--- config.mk ---
export PLATFORM = sky130hd
export DESIGN_NAME = midi_parser
export DESIGN_NICKNAME = d
export VERILOG_FILES = /design/src/rtl/midi_parser_pkg.sv /design/src/rtl/midi_message_decode.sv /design/src/rtl/midi_parser.sv
export SDC_FILE = /design/constraint.sdc
export NUM_CORES = 1
export LEC_CHECK = 0
export BUFFER_PORTS_ARGS = -buffer_cell sky130_fd_sc_hd__buf_4
export CAP_MARGIN = 5
export CORE_MARGIN = 4
export CORE_UTILIZATION = 45
export DETAILED_ROUTE_END_ITERATION = 6
export PLACE_DENSITY = 0.69
export SLEW_MARGIN = 15
export SYNTH_ARGS = -nofsm -noshare
export SYNTH_HDL_FRONTEND = slang
export SYNTH_SLANG_ARGS = --single-unit
--- constraint.sdc ---
create_clock -name clk -period 2.15 [get_ports clk]
set_input_delay 0.1075 -clock clk [delete_from_list [all_inputs] [get_ports clk]]
set_output_delay 0.1075 -clock clk [all_outputs]
set_load 0.01 [all_outputs]
--- src/rtl/midi_parser_pkg.sv ---
// MIDI package: shared types, constants and helpers for the MIDI byte-stream parser.
// Contents:
//   byte_type_t, message_type_t, note_state_t, controller_t  - enums
//   message_t, note_change_t, control_change_t               - packed payload structs
//   CHANNEL_ANY                                              - channel wildcard constant
//   data_byte_count()                                        - data bytes per message type
//   is_mapped_controller()                                   - controller number in 21..28
package MIDI;

    typedef enum logic {
        DATA   = 1'b0,
        STATUS = 1'b1
    } byte_type_t;

    typedef enum logic [3:0] {
        NONE             = 4'h0,
        NOTE_OFF         = 4'h8,
        NOTE_ON          = 4'h9,
        POLY_PRESSURE    = 4'hA,
        CONTROL_CHANGE   = 4'hB,
        PROGRAM_CHANGE   = 4'hC,
        CHANNEL_PRESSURE = 4'hD,
        PITCH_BEND       = 4'hE
    } message_type_t;

    typedef enum logic {
        OFF = 1'b0,
        ON  = 1'b1
    } note_state_t;

    // Controllers 21..28 drive the synth voice parameters.
    typedef enum logic [6:0] {
        NO_CONTROLLER = 7'd0,
        CUTOFF        = 7'd21,
        RESONANCE     = 7'd22,
        ENV_AMOUNT    = 7'd23,
        ATTACK        = 7'd24,
        DECAY         = 7'd25,
        SUSTAIN       = 7'd26,
        RELEASE       = 7'd27,
        LFO_RATE      = 7'd28
    } controller_t;

    typedef struct packed {
        message_type_t message_type;
        logic [6:0]    data_byte1;
        logic [6:0]    data_byte2;
    } message_t;

    typedef struct packed {
        note_state_t state;
        logic [6:0]  note;
        logic [6:0]  velocity;
    } note_change_t;

    typedef struct packed {
        controller_t controller;
        logic [6:0]  value;
    } control_change_t;

    // Wildcard sentinel: one past the highest real channel number.
    localparam logic [4:0] CHANNEL_ANY = 5'h10;

    function automatic logic [1:0] data_byte_count(message_type_t t);
        return (t == PROGRAM_CHANGE || t == CHANNEL_PRESSURE) ? 2'd1 : 2'd2;
    endfunction

    function automatic logic is_mapped_controller(logic [6:0] num);
        return (num >= 7'd21) && (num <= 7'd28);
    endfunction

endpackage

--- src/rtl/midi_message_decode.sv ---
// midi_message_decode: combinational decode of a complete channel message into
// note and controller events.
// Ports:
//   msg      - complete channel message
//   note_hit - msg is NOTE_ON/NOTE_OFF; note holds the decoded event
//   note     - decoded note event
//   cc_hit   - msg is CONTROL_CHANGE for a controller in 21..28
//   cc       - decoded controller event
module midi_message_decode
    import MIDI::*;
(
    input  message_t        msg,
    output logic            note_hit,
    output note_change_t    note,
    output logic            cc_hit,
    output control_change_t cc
);

    always_comb begin
        note_hit = 1'b0;
        note     = '{state: OFF, note: msg.data_byte1, velocity: msg.data_byte2};
        cc_hit   = 1'b0;
        cc       = '{controller: controller_t'(msg.data_byte1), value: msg.data_byte2};
        case (msg.message_type)
            NOTE_ON: begin
                note_hit = 1'b1;
                // Velocity 0 is the running-status idiom for note off.
                if (msg.data_byte2 != 7'd0) begin
                    note.state = ON;
                end else begin
                    note.velocity = 7'd0;
                end
            end
            NOTE_OFF:       note_hit = 1'b1;
            CONTROL_CHANGE: cc_hit   = is_mapped_controller(msg.data_byte1);
            default:        ;
        endcase
    end

endmodule

--- src/rtl/midi_parser.sv ---
// midi_parser: turns a stream of received MIDI bytes into channel messages with
// running status, and decodes note and controller events.
// Parameters:
//   CHANNEL - channel accepted when OMNI=0
//   OMNI    - accept all 16 channels when 1
// Ports:
//   clk, rst_n             - clock, asynchronous active-low reset
//   byte_valid, byte_data  - one received byte per cycle, no back-pressure
//   message_valid, message - one-cycle pulse + last emitted channel message (held)
//   note_change_valid/note_change       - pulse + last note event (held)
//   control_change_valid/control_change - pulse + last controller event (held)
module midi_parser
    import MIDI::*;
#(
    parameter logic [3:0] CHANNEL = 4'd0,
    parameter bit         OMNI    = 1'b1
) (
    input  logic            clk,
    input  logic            rst_n,
    input  logic            byte_valid,
    input  logic [7:0]      byte_data,
    output logic            message_valid,
    output message_t        message,
    output logic            note_change_valid,
    output note_change_t    note_change,
    output logic            control_change_valid,
    output control_change_t control_change
);

    typedef enum logic [1:0] {
        StIdle,
        StData1,
        StData2
    } state_t;

    state_t        state_q;
    message_type_t rs_type_q;
    logic [3:0]    rs_channel_q;
    logic [6:0]    data1_q;

    logic         complete;
    message_t     cand;
    logic         chan_ok;
    logic         note_hit;
    logic         cc_hit;
    note_change_t    dec_note;
    control_change_t dec_cc;

    assign chan_ok = OMNI || (rs_channel_q == CHANNEL);

    // Message formed by the byte on the bus, valid when complete is set.
    always_comb begin
        complete = 1'b0;
        cand     = '{message_type: rs_type_q, data_byte1: byte_data[6:0], data_byte2: 7'd0};
        if (byte_valid && byte_type_t'(byte_data[7]) == DATA) begin
            if (state_q == StData1 && data_byte_count(rs_type_q) == 2'd1) begin
                complete = 1'b1;
            end else if (state_q == StData2) begin
                complete        = 1'b1;
                cand.data_byte1 = data1_q;
                cand.data_byte2 = byte_data[6:0];
            end
        end
    end

    midi_message_decode u_decode (
        .msg      (cand),
        .note_hit (note_hit),
        .note     (dec_note),
        .cc_hit   (cc_hit),
        .cc       (dec_cc)
    );

    always_ff @(posedge clk or negedge rst_n) begin
        if (!rst_n) begin
            state_q              <= StIdle;
            rs_type_q            <= NONE;
            rs_channel_q         <= 4'd0;
            data1_q              <= 7'd0;
            message_valid        <= 1'b0;
            message              <= '{message_type: NONE, data_byte1: 7'd0, data_byte2: 7'd0};
            note_change_valid    <= 1'b0;
            note_change          <= '{state: OFF, note: 7'd0, velocity: 7'd0};
            control_change_valid <= 1'b0;
            control_change       <= '{controller: NO_CONTROLLER, value: 7'd0};
        end else begin
            message_valid        <= 1'b0;
            note_change_valid    <= 1'b0;
            control_change_valid <= 1'b0;
            if (byte_valid) begin
                if (byte_type_t'(byte_data[7]) == STATUS) begin
                    if (byte_data[7:4] != 4'hF) begin
                        rs_type_q    <= message_type_t'(byte_data[7:4]);
                        rs_channel_q <= byte_data[3:0];
                        state_q      <= StData1;
                    end else if (!byte_data[3]) begin
                        // System common/exclusive cancels running status.
                        rs_type_q    <= NONE;
                        rs_channel_q <= 4'd0;
                        state_q      <= StIdle;
                    end
                    // 0xF8-0xFF real-time bytes fall through untouched.
                end else begin
                    unique case (state_q)
                        StIdle:  ;
                        StData1: begin
                            data1_q <= byte_data[6:0];
                            if (data_byte_count(rs_type_q) == 2'd2) begin
                                state_q <= StData2;
                            end
                        end
                        StData2: state_q <= StData1;
                    endcase
                    if (complete && chan_ok) begin
                        message_valid <= 1'b1;
                        message       <= cand;
                        if (note_hit) begin
                            note_change_valid <= 1'b1;
                            note_change       <= dec_note;
                        end
                        if (cc_hit) begin
                            control_change_valid <= 1'b1;
                            control_change       <= dec_cc;
                        end
                    end
                end
            end
        end
    end

endmodule

## Word level (Yosys, flattened, before mapping)

Cells that the tools add are included.

- Magnitude comparators: 2
- Eq/ne operators: 13
- Muxes and demuxes: 31
- Bitwise logic cells: 1
- Reduce and logical (&&, ||, !) cells: 13

Operator list:

| cell | number |
|---|---|
| $mux 14 | 3 |
| $eq 4x4->1 const B | 5 |
| $mux 1 | 18 |
| $mux 7 | 2 |
| $reduce_and 4->1 | 3 |
| $mux 2 | 5 |
| $reduce_and 3->1 | 3 |
| $mux 4 | 2 |
| $ge 7x5->1 const B | 1 |
| $le 7x5->1 const B | 1 |
| $reduce_bool 7->1 | 1 |
| $ne 3x2->1 const B | 2 |
| $eq 2x1->1 const B | 2 |
| $eq 2x2->1 const B | 2 |
| $ne 4x4->1 const B | 1 |
| $pmux 2 s2 | 1 |
| $logic_and 1x1->1 | 3 |
| $reduce_bool 3->1 | 1 |
| $ne 2x1->1 const B | 1 |
| $reduce_or 2->1 | 1 |
| $logic_or 1x1->1 | 1 |
| $not 1->1 | 1 |

- Register bits after elaboration: 63
- Bits of input ports: 11
- Word-level logic and storage cells: 74

## Longest topological paths before layout

- Depth in word-level cells: 14
- Mapped depth: 8
- Gate-level depth less buffers: 6

## Hierarchy

From an unflattened synthesis, not the netlist that was laid out.

- Cells, all modules: 245
- Area, all modules: 3046.7 sq um

Modules (own cells, without submodules):

| module | instances | cells an instance | area an instance (sq um) |
|---|---|---|---|
| midi_parser | 1 | 208 | 2771.4 |
| midi_message_decode | 1 | 37 | 275.3 |

## Worst setup path before layout

Ideal clock, no wire load.

- Path type: flip-flop to flip-flop
- Start point: register state_q[0]
- End point: register control_change[4] in the netlist's numbering
- Setup time: 0.125 ns
- Data arrival time: 1.858 ns
- Data required time: 2.025 ns
- Setup slack: 0.167 ns
- Cell stages (with the launch flop): 8
- Cells stage by stage: dfrtp_1 and4bb_2 buf_6 mux2i_4 xnor2_4 nand2_2 buf_6 mux2_4

- Word-level cells in the longest chain between the ends: 8
- Elaborated cells on any way between the ends: 14
- Those cells by class: 2 x order compare; 2 x eq/ne; 7 x mux; 3 x reduce/logical

RTL lines:

| item | RTL line | text |
|---|---|---|
| start, declared | midi_parser.sv:36 | `state_t state_q;` |
| start signal, assigned | midi_parser.sv:76 | `state_q <= StIdle;` |
| start signal, assigned | midi_parser.sv:95 | `state_q <= StData1;` |
| start signal, assigned | midi_parser.sv:100 | `state_q <= StIdle;` |
| $eq 2x2->1 or $eq 2x1->1 (tied branches) | midi_parser.sv:58, midi_parser.sv:56 |  |
| $mux 14 or $logic_and 1x1->1 (tied branches) | midi_parser.sv:58, midi_parser.sv:56 |  |
| $mux 14 | midi_parser.sv:56 | `if (state_q == StData1 && data_byte_count(rs_type_q) == 2'd1) begin` |
| $mux 14 | midi_parser.sv:55 | `if (byte_valid && byte_type_t'(byte_data[7]) == DATA) begin` |
| $ge 7x5->1 or $le 7x5->1 (tied branches) | midi_parser_pkg.sv:69 | `return (num >= 7'd21) && (num <= 7'd28);` |
| $logic_and 1x1->1 | midi_parser_pkg.sv:69 |  |
| $mux 1 | midi_message_decode.sv:24 | `case (msg.message_type)` |
| $reduce_and 4->1 (no source line) | - |  |
| end signal, assigned | midi_parser.sv:85 | `control_change <= '{controller: NO_CONTROLLER, value: 7'd0};` |
| end, declared | midi_parser.sv:27 | `output control_change_t control_change` |

Several ways; a longest one is shown, not always the timed one.
A chain may end at the register's enable or synchronous reset.

## Final worst setup path

- Start point: register state_q[0]
- End point: register control_change[13] in the netlist's numbering

The elaborated chain is that of the path after synthesis.

==> results.rst <==
.. list-table::
   :header-rows: 1

   * - Metric
     - Value
   * - Cell at the root of the clock tree
     - sky130_fd_sc_hd__clkbuf_8
   * - End-of-flow core utilization
     - 60.9%
   * - Post-synthesis net count
     - 231
   * - Crit start category
     - flop
   * - Fin Clk Skew
     - 0.00835 ns
   * - Post-synth EDFFs
     - 0
   * - Main synth FF type
     - sky130_fd_sc_hd__dfrtp_1
   * - Final ANT Viol Nets
     - 0
   * - Worst-case reg-to-reg path depth
     - 6
   * - Clock slew seen by the registers of the worst setup and hold paths
     - 0.07 ns
   * - H-Tree Level Count
     - 3
   * - Die area
     - 0.00697 mm²
   * - Proportion of register bits with asynchronous set or reset after synthesis
     - 100%
   * - Combined flip-flop and latch cell area
     - 0.00158 mm²
   * - Total number of yosys warnings
     - 0
   * - First-iteration detailed-routing DRC count
     - 105
   * - Die Span X
     - 83.5 µm
   * - Worst R2R Setup Slack
     - 0.10 ns
   * - Required @ worst endpoint
     - 2.38 ns
   * - Endpoint of the worst-slack reg-to-reg timing path
     - control_change[13]
   * - Met3 global-route usage
     - 6.52%
   * - Post-synthesis share of cell area spent on xor and xnor gates
     - 1.07%
   * - Post-synth cell types
     - 39
   * - Nets@finish
     - 303
   * - Top Usage Layer GRT
     - met2
   * - Delay of the slowest critical-path stage
     - 0.42 ns
   * - Starting density of the core
     - 46.5%
   * - Fraction of final layout cells sized beyond drive strength 1
     - 33.0%
   * - Proportion of synthesized chip area in sequential cells
     - 61.5%
   * - Unrepaired setup endpoints after global routing
     - false
   * - First-pass GRT wire length
     - 9.63 mm
   * - Met2 global-route usage
     - 26.7%
   * - Max-Slew Margin vs Limit
     - 48.2%
   * - Final hold violation count
     - 0
   * - Synth Area in Simple Gates
     - 13.8%
   * - Placeable core area
     - 0.00551 mm²
   * - Worst ir drop on vdd
     - 0.667 mV
   * - Filler Cells Inserted
     - 458
   * - All-layer global routing usage
     - 17.5%
   * - CTS Buf Count
     - 9
   * - Post-detailed-placement cell area
     - 0.00312 mm²
   * - Tmin final
     - 2.05 ns
   * - Flip-flop and latch count after synthesis
     - 63
   * - Clock sink count
     - 63
   * - Most common cell in the netlist
     - sky130_fd_sc_hd__dfrtp_1
   * - Total Routed Length
     - 5.58 mm
   * - Post-layout total power
     - 3700 µW
   * - Number of iterations in the first detailed-routing pass
     - 4
   * - Areal power density over the cells
     - 1100 mW/mm²
   * - Share of synthesized area spent on multiplexers
     - 11.3%
   * - Area fraction of the dominant cell type after synthesis
     - 61.5%
   * - Cell Area, Synth
     - 0.00256 mm²
   * - Timing startpoint of the critical path
     - state_q[0]
   * - Slew at the pin with the worst max-slew slack
     - 0.777 ns
   * - Cell area after layout
     - 0.00336 mm²
   * - Origin of the critical flop-to-flop path
     - state_q[0]
   * - Number of vias per cell after detailed routing
     - 5.04
   * - Final Instance Count excl. Fillers
     - 369
   * - Adder and majority cell fraction of the synthesized area
     - 0%
   * - Vias in the first global route
     - 1,917
   * - Compound-Gate Fraction of Synth Area
     - 9.33%
   * - Clock insertion delay at the later pin of the skew report
     - 0.34 ns
   * - Sum of overflow across all layers after global routing
     - 0
   * - Kind of critical path
     - reg -> reg
   * - Sum of negative setup slack
     - 0 ns
   * - Endpoint of the most critical setup path
     - control_change[13]
   * - Peak Freq
     - 489 MHz
   * - Crit path cell chain
     - and4bb_2, mux2i_2, xnor2_4, nand2_2, buf_4, and2_1
   * - Area of the multi-input gates
     - 910 µm²
   * - Diodes inserted
     - 0
   * - Placed cells
     - 352
   * - Max Root-Sink Buffers
     - 2
   * - DRC viols
     - 0
   * - Largest family of logic cells by synthesized area
     - simple AND/OR/NAND/NOR gates
   * - Routed length per instance
     - 15.1 µm
   * - Placed wire-length estimate after detailed placement
     - 3.93 mm
   * - Leading area contributor after synthesis
     - sky130_fd_sc_hd__dfrtp_1
   * - Hold Crit Class
     - in -> reg
   * - Area overhead of the layout relative to synthesis
     - 31.0%
   * - Endpoint type of the worst setup path
     - flop
   * - Pin count of the biggest net entering global routing
     - 64
   * - Final period util
     - 95.2%
   * - Start point of the worst hold path
     - byte_valid
   * - Synthesized instance count
     - 220
   * - Count of port buffers added during placement
     - 60
   * - Setup Viol. Count Final
     - 0
   * - Arr. time, crit path
     - 2.28 ns
   * - Slowest cell on crit path
     - sky130_fd_sc_hd__and4bb_2
   * - I/O pin cnt
     - 61
   * - Number of vias after detailed routing
     - 1,861
   * - Number of antenna violations at the first check in global routing
     - 0
   * - Max Fanout on Critical Path
     - 8
   * - Row count
     - 27
   * - Synth area leaders
     - sky130_fd_sc_hd__dfrtp_1 (62%), sky130_fd_sc_hd__nand2_1 (5.9%), sky130_fd_sc_hd__mux2_1 (4.0%)
   * - Global Route met1 Usage
     - 23.4%
   * - Die height
     - 83.5 µm
   * - Max-cap check violation count
     - 0
   * - TritonCTS clock tree
     - done
   * - Top cells by instance count after synthesis
     - sky130_fd_sc_hd__dfrtp_1 (63), sky130_fd_sc_hd__nand2_1 (40), sky130_fd_sc_hd__o21ai_1 (14)
   * - Static Leak
     - 0.00169 µW
   * - Routability congestion estimate from global placement
     - 0.787
   * - Count of final max-slew check failures
     - 0
   * - Syn Area/Cell
     - 11.6 µm²
   * - Run status
     - finished, final reports clean
sequential cells by signal (all words and copies together), names as in the netlist:
signal,count
control_change,14
control_change_valid,1
data1_q,7
message,18
message_valid,1
note_change,15
note_change_valid,1
rs_type_q,4
state_q,2
layout make-up:
class                           instances  share of cell area [%]
Inverter                                8                   0.895
Clock inverter                          6                    2.72
Clock buffer                           10                    4.10
Multi-Input combinational cell        141                    27.1
Timing Repair Buffer                   69                    15.5
Tap cell                               72                    2.68
Sequential cell                        63                    47.0
cell usage in the layout, fill, tap and decap left out, drive strengths merged, types with 2 or more instances in the layout:
| master | Yosys | final |
|---|---|---|
| nor3 | 2 | 2 |
| nand2b | 3 | 3 |
| a21o | 3 | 3 |
| clkinvlp | 0 | 3 |
| buf | 4 | 68 |
| nand2 | 41 | 41 |
| nor2b | 2 | 2 |
| nand3 | 3 | 3 |
| o21ai | 17 | 17 |
| bufinv | 0 | 2 |
| a31oi | 4 | 4 |
| a21oi | 11 | 11 |
| nor2 | 11 | 11 |
| mux2 | 13 | 13 |
| and2 | 5 | 5 |
| dfrtp | 63 | 63 |
| nor3b | 2 | 2 |
| mux2i | 12 | 12 |
| inv | 8 | 9 |
| clkbuf | 4 | 10 |
| a22o | 3 | 3 |
worst min-delay path by stage:
stage	end	slack (ns)	depth (start not counted)
after global routing	data1_q[2]	0.03	2
final	state_q[1]	0.03	2
after global placement	note_change[5]	0.24	1
after detailed placement	note_change[5]	0.24	1
after floorplan	control_change[0]	-0.19	0
after CTS	state_q[1]	0.02	2
layer usage:
metal / share of wire (%) / wire length (µm)
met5: 0 / 0
met4: 0.97 / 54
met2: 47 / 2620
met3: 5.9 / 329
met1: 46 / 2580
metrics by stage:
step | setup slack (ns) | hold WS [ns]
floorplan | 0.167 | -0.188
global placement | 0.171 | 0.237
detailed placement | 0.115 | 0.241
CTS | 0.0954 | 0.0162
global route | 0.00436 | 0.0313
finish | 0.104 | 0.0300
power breakdown:
part           internal (µW)  switching, µW
clock network            688            476
registers               1480            184
logic                    458            415
total                   2620           1080
what timing repair did:
item	CTS	global route
endpoints found under the hold margin	63	0
gates resized for setup	0	0
setup buffers	0	0
hold buffers	1	0
cell families after synthesis:
kind of cell / after synthesis
AND/OR/NAND/NOR: 74
flip-flops: 63
AO/OA/AOI/OAI: 41
multiplexers: 25
buffers and inverters: 16
XOR/XNOR: 1
worst max-delay path: cells and delay by family (launching register included):
kind,cells,cell delay (ns)
AND/OR/NAND/NOR,3,0.73
flip-flops,1,0.41
multiplexers,1,0.39
XOR/XNOR,1,0.20
buffers and inverters,1,0.20
No activity file was read; power rests on OpenSTA's default activity.
